### config.mk
export PLATFORM = sky130hd
export DESIGN_NAME = pwm_mux_sel_sequencer
export DESIGN_NICKNAME = d
export VERILOG_FILES = /design/src/rtl/pwm_mux_pkg.sv /design/src/rtl/pwm_mux_sel_sequencer_dead_time_counter.sv /design/src/rtl/pwm_mux_sel_sequencer.sv
export SDC_FILE = /design/constraint.sdc
export NUM_CORES = 2
export LEC_CHECK = 0
export ABC_AREA = 1
export BUFFER_PORTS_ARGS = -buffer_cell sky130_fd_sc_hd__buf_4
export CELL_PAD_IN_SITES_DETAIL_PLACEMENT = 0
export CELL_PAD_IN_SITES_GLOBAL_PLACEMENT = 2
export CORE_MARGIN = 2
export CORE_UTILIZATION = 35
export DETAILED_ROUTE_END_ITERATION = 6
export PLACE_DENSITY = 0.78
export SYNTH_ARGS = -nofsm -noshare
export SYNTH_HDL_FRONTEND = slang
export SYNTH_HIERARCHICAL = 1
export SYNTH_SLANG_ARGS = --single-unit
### constraint.sdc
create_clock -name clk -period 5.3 [get_ports clk]
set_input_delay 0.53 -clock clk [delete_from_list [all_inputs] [get_ports clk]]
set_output_delay 0.53 -clock clk [all_outputs]
set_load 0.03 [all_outputs]
### src/rtl/pwm_mux_pkg.sv
// pwm_mux_pkg: selector width, OFF code and sequencer state encoding shared by the pwm_mux routing logic
package pwm_mux_pkg;
   localparam int SEL_W = 32;
   localparam logic [SEL_W-1:0] OFF_SEL = 32'hFFFF_FFFF;
   typedef enum logic [1:0] {IDLE, WAIT_SYNC, DEAD} seq_state_t;
endpackage

### src/rtl/pwm_mux_sel_sequencer_dead_time_counter.sv
// dead_time_counter: loadable down-counter that flags the cycle it reads 1; parks at 0 instead of wrapping
module dead_time_counter #(
   parameter int W = 8
) (
   input  logic         clk,
   input  logic         rst_n,
   input  logic         load,
   input  logic [W-1:0] load_val,
   input  logic         en,
   output logic         last
);
   logic [W-1:0] cnt;
   always_ff @(posedge clk)
      if (!rst_n) cnt <= '0;
      else if (load) cnt <= load_val;
      else if (en && cnt != '0) cnt <= cnt - 1'b1;
   assign last = cnt == W'(1);
endmodule

### src/rtl/pwm_mux_sel_sequencer.sv
// pwm_mux_sel_sequencer: owns pwm_mux selector words and applies routing changes break-before-make
module pwm_mux_sel_sequencer
   import pwm_mux_pkg::*;
#(
   parameter int N_OUT        = 24,
   parameter int N_SRC        = 48,
   parameter int DEAD_CYCLES  = 200,
   parameter int SYNC_TIMEOUT = 1000000
) (
   input  logic                   clk,
   input  logic                   rst_n,
   input  logic                   req_valid,
   output logic                   req_ready,
   input  logic [7:0]             req_chan,
   input  logic [SEL_W-1:0]       req_sel,
   input  logic                   sync_pulse,
   input  logic                   err_clr,
   output logic [N_OUT*SEL_W-1:0] selector_flat,
   output logic                   busy,
   output logic                   done,
   output logic                   err
);
   localparam int CW = N_OUT > 1 ? $clog2(N_OUT) : 1;
   localparam int DW = $clog2(DEAD_CYCLES + 1);
   localparam int TW = $clog2(SYNC_TIMEOUT + 1);
   seq_state_t state, state_d;
   logic [SEL_W-1:0] sel_r [N_OUT];
   logic [CW-1:0] chan_q;
   logic [SEL_W-1:0] sel_q, cur_sel;
   logic accept, chan_ok, sel_ok, skip, start, reject, sync_hit, timeout, dead_end, dead_last, to_last;
   assign req_ready = state == IDLE;
   assign busy = !req_ready;
   assign accept = req_valid && req_ready;
   assign chan_ok = int'(req_chan) < N_OUT;
   assign sel_ok = req_sel < SEL_W'(N_SRC) || req_sel == OFF_SEL;
   assign cur_sel = chan_ok ? sel_r[req_chan[CW-1:0]] : OFF_SEL;
   assign reject = accept && !(chan_ok && sel_ok);
   assign skip = accept && chan_ok && sel_ok && req_sel == cur_sel;
   assign start = accept && chan_ok && sel_ok && req_sel != cur_sel;
   // a sync coinciding with the final timeout cycle still counts as a sync
   assign sync_hit = state == WAIT_SYNC && sync_pulse;
   assign timeout = state == WAIT_SYNC && !sync_pulse && to_last;
   assign dead_end = state == DEAD && dead_last;
   always_comb begin
      state_d = state;
      if (start) state_d = WAIT_SYNC;
      if (sync_hit) state_d = sel_q == OFF_SEL ? IDLE : DEAD;
      if (timeout || dead_end) state_d = IDLE;
   end
   always_ff @(posedge clk)
      if (!rst_n) begin
         state <= IDLE;
         done <= 1'b0;
         err <= 1'b0;
         chan_q <= '0;
         sel_q <= OFF_SEL;
         for (int k = 0; k < N_OUT; k++) sel_r[k] <= OFF_SEL;
      end else begin
         state <= state_d;
         done <= skip || (sync_hit && sel_q == OFF_SEL) || dead_end;
         err <= reject || timeout || (err && !err_clr);
         if (start) begin
            chan_q <= req_chan[CW-1:0];
            sel_q <= req_sel;
         end
         if (sync_hit) sel_r[chan_q] <= OFF_SEL;
         if (dead_end) sel_r[chan_q] <= sel_q;
      end
   dead_time_counter #(.W(TW)) u_timeout (
      .clk(clk), .rst_n(rst_n), .load(start), .load_val(TW'(SYNC_TIMEOUT)),
      .en(state == WAIT_SYNC), .last(to_last)
   );
   dead_time_counter #(.W(DW)) u_dead (
      .clk(clk), .rst_n(rst_n), .load(sync_hit && sel_q != OFF_SEL), .load_val(DW'(DEAD_CYCLES)),
      .en(state == DEAD), .last(dead_last)
   );
   for (genvar g = 0; g < N_OUT; g++) begin : g_flat
      assign selector_flat[SEL_W*g +: SEL_W] = sel_r[g];
   end
endmodule
==> results.toml <==
[min_path]
holdPathStages = 3
worstHoldStart = "req_sel[2]"
hp-class = "primary input to flop"

[placed_design]
placed_area_mm2 = 0.0599
gp_congestion = 0.935
hpwl_um = 174000
place_ws_ns = 0.574
io_buffers = 816
dp.cells = 8138

[critical_path]
path_class = "primary input to flop"
worst_setup_path_end_kind = "flop"
reg2reg_depth = 21
cp_num_buf_inv = 5
crit_chain = "buf_8 -> inv_8 -> buf_12 -> o21ai_0 -> nand3_1 -> nand3_1 -> nand3_1 -> nand2_1 -> nand3_1 -> nand2_1 -> nand2_1 -> nor2_1 -> nand2_1 -> nor2_2 -> nand2_4 -> nand2_4 -> inv_1 -> inv_2 -> nand3_1 -> nor2_1 -> nor2_1 -> nor2_1"
startpoint = "req_chan[0]"
rr_startpoint = "sel_r[0][20]"
arrival_ns = 4.78
path_common_cell = "nand3_1"
cpPeakStageDelay_ns = 0.68
path_depth = 22
required_ns = 5.96
cp-start-kind = "primary input"
critical-path-slowest-cell = "o21ai_0"
cpLargestDelayFamily = "simple AND/OR/NAND/NOR gates"
cp_max_fo = 57

[synthesis]
synthCells = 5624
ys_ff_latch = 1093
seq_area_frac_synth_pct = 63.1
syn_area_mm2 = 0.0509
syn_avg_cell_area_um2 = 9.05
async_reset_ff_share_pct = 0
synth_warnings = 6
ys_types = 37
synth_flop_cell = "edfxtp_1"
synth_enable_flop_cells = 1024

[route]
ant_nets = 0
post_drt_via_cell_ratio = 5.35
drt_wl_total_um = 247000
wire_per_inst_um = 29.5
first_iter_violations = 5507
drc = 0
vias = 44800
drt_first_pass_iters = 7

[sta]
final-max-slew-violation-count = 0
fmax_mhz = 243
rsz0062_at_grt = "no"
finalHoldViolations = 0
worstMarginPinSlew_ns = 1.28
final-setup-viol-count = 0
tns_ns = 0
period_share_pct = 77.6
skew_ns = 0.0589
timing.final.ws_setup_ns = 1.19
post-route-min-period_ns = 4.11
slew_headroom_pct = 14.2

[grt]
grt_pass1_vias = 41300
antenna_found_initial = 15
grt_usage_pct = 32.2
grt_max_degree = 100
overflow = 0
grt_pass1_wl_um = 333000

[clocking]
cts_setup_buffers = 0
clock_sinks = 1093
clock_path_buffers = 3
cts_resized = 0
cts_hold_buf = 0
cts_buffers = 121
cts_tree = "done"
h-tree-depth = 3
clk_latency_ns = 0.76
clkTransAtPathRegs_ns = 0.06
clock-root-buffer = "clkbuf_16"

[flow_run]
drv_cap = 0

[pwr]
power.total_mw = 19.9
peakVddDrop_mv = 0.276
cellLeakagePower_nw = 24.4
power.density_mw_per_mm2 = 311

[floorplanning]
dieWidth_um = 385
pin_count = 817
dieArea_mm2 = 0.148
die_y_um = 385
coreArea_mm2 = 0.144
rows = 139
initial_core_util_pct = 35.3

[finish]
fill_cells = 14200
multiInputGateArea_mm2 = 0.0163
drive_gt1_share_pct = 19.6
regArea_mm2 = 0.0321
nets = 6409
final_cell_area_mm2 = 0.0638
finalNonFillerCells = 8370
syn_to_final_growth_pct = 25.4

[run_status]
outcome = "finished, final reports clean"
-- layer usage --
layer	vias to the layer above	GRT usage [%]	part of all wire, %
li1	19700	-	-
met1	22100	44.5	41
met2	2458	48.4	44
met3	444	6.19	9.2
met4	20	15.5	5.6
met5	-	0	0.052
-- cell families after synthesis --
family                     Yosys count  synth area share, %
and+or+nand+nor                   3454                 27.2
DFF                               1093                 63.1
buffers and inverters              769                 6.39
AOI/OAI and AO/OA                  299                 3.06
adders and majority gates            6                0.147
other                                2               0.0148
xor gates and xnor gates             1               0.0172
-- flip-flops by register name, indices dropped and copies added, names as in the netlist --
| signal | cells |
|---|---|
| sel_r | 1024 |
| sel_q | 32 |
| u_timeout/cnt | 20 |
| u_dead/cnt | 8 |
| chan_q | 5 |
| state | 2 |
| done | 1 |
| err | 1 |
-- worst paths after layout --
kind	endpoint	slack, ns
setup reg to reg	u_timeout/cnt[19]	1.47
hold / removal	sel_q[2]	0.09
setup / recovery	u_timeout/cnt[19]	1.19
hold reg to reg	u_dead/cnt[1]	0.51
-- cell usage in the layout, fill, tap and decap left out, drive strengths merged, types with 14 or more instances in the layout --
| cell | n |
|---|---|
| o211ai | 14 |
| conb | 28 |
| inv | 381 |
| nand4 | 20 |
| clkbuf | 160 |
| dfxtp | 69 |
| edfxtp | 1024 |
| nand2 | 2167 |
| buf | 973 |
| o21ai | 257 |
| clkinv | 49 |
| nand3 | 541 |
| a21oi | 22 |
| nor2 | 691 |
-- power by group --
part | internal (mW) | total (mW) | switching, mW | leakage, nW
logic | 0.466 | 1.78 | 1.31 | 13.5
registers | 9.50 | 9.61 | 0.117 | 8.96
clock network | 4.83 | 8.48 | 3.65 | 1.90
-- tightest hold or removal path, cell delays in order --
cell and delay [ns]:
buf_4 0.13, nand3_1 0.08, nand3_1 0.08
-- per-stage QoR --
step / util, % / hold slack (ns)
floorplan: - / 0.451
global placement: 41.6 / 0.487
finish: 44.3 / 0.0941
detailed placement: 41.6 / 0.501
global route: 44.3 / 0.0970
CTS: 44.3 / 0.0331
-- final cells by class --
class / count / share of cell area (%)
tap: 1903 / 3.73
clock inverter: 67 / 0.992
clock buffer: 160 / 5.15
multi-input combinational: 3788 / 25.5
sequential: 1093 / 50.3
timing repair buffer: 973 / 12.0
inverter: 381 / 2.27
antenna: 5 / 0.0196
-- synth_stat cells (8+ instances only) --
| master | count | area share [%] |
|---|---|---|
| o21ai_0 | 239 | 2.4 |
| o211ai_1 | 14 | 0.21 |
| nor2_1 | 684 | 5.0 |
| dfxtp_1 | 69 | 2.7 |
| nand4_1 | 20 | 0.25 |
| edfxtp_1 | 1024 | 60 |
| nand3b_1 | 8 | 0.12 |
| buf_2 | 112 | 1.1 |
| nand3_1 | 539 | 5.3 |
| nand2_1 | 2161 | 16 |
| clkbuf_1 | 214 | 1.6 |
| buf_6 | 25 | 0.55 |
| nor4_1 | 11 | 0.14 |
| a21oi_1 | 22 | 0.22 |
| o21ai_1 | 17 | 0.17 |
| buf_4 | 10 | 0.15 |
| inv_1 | 373 | 2.8 |
| nor3_1 | 11 | 0.11 |
| buf_1 | 27 | 0.20 |
(Power assumes the default switching activity.)
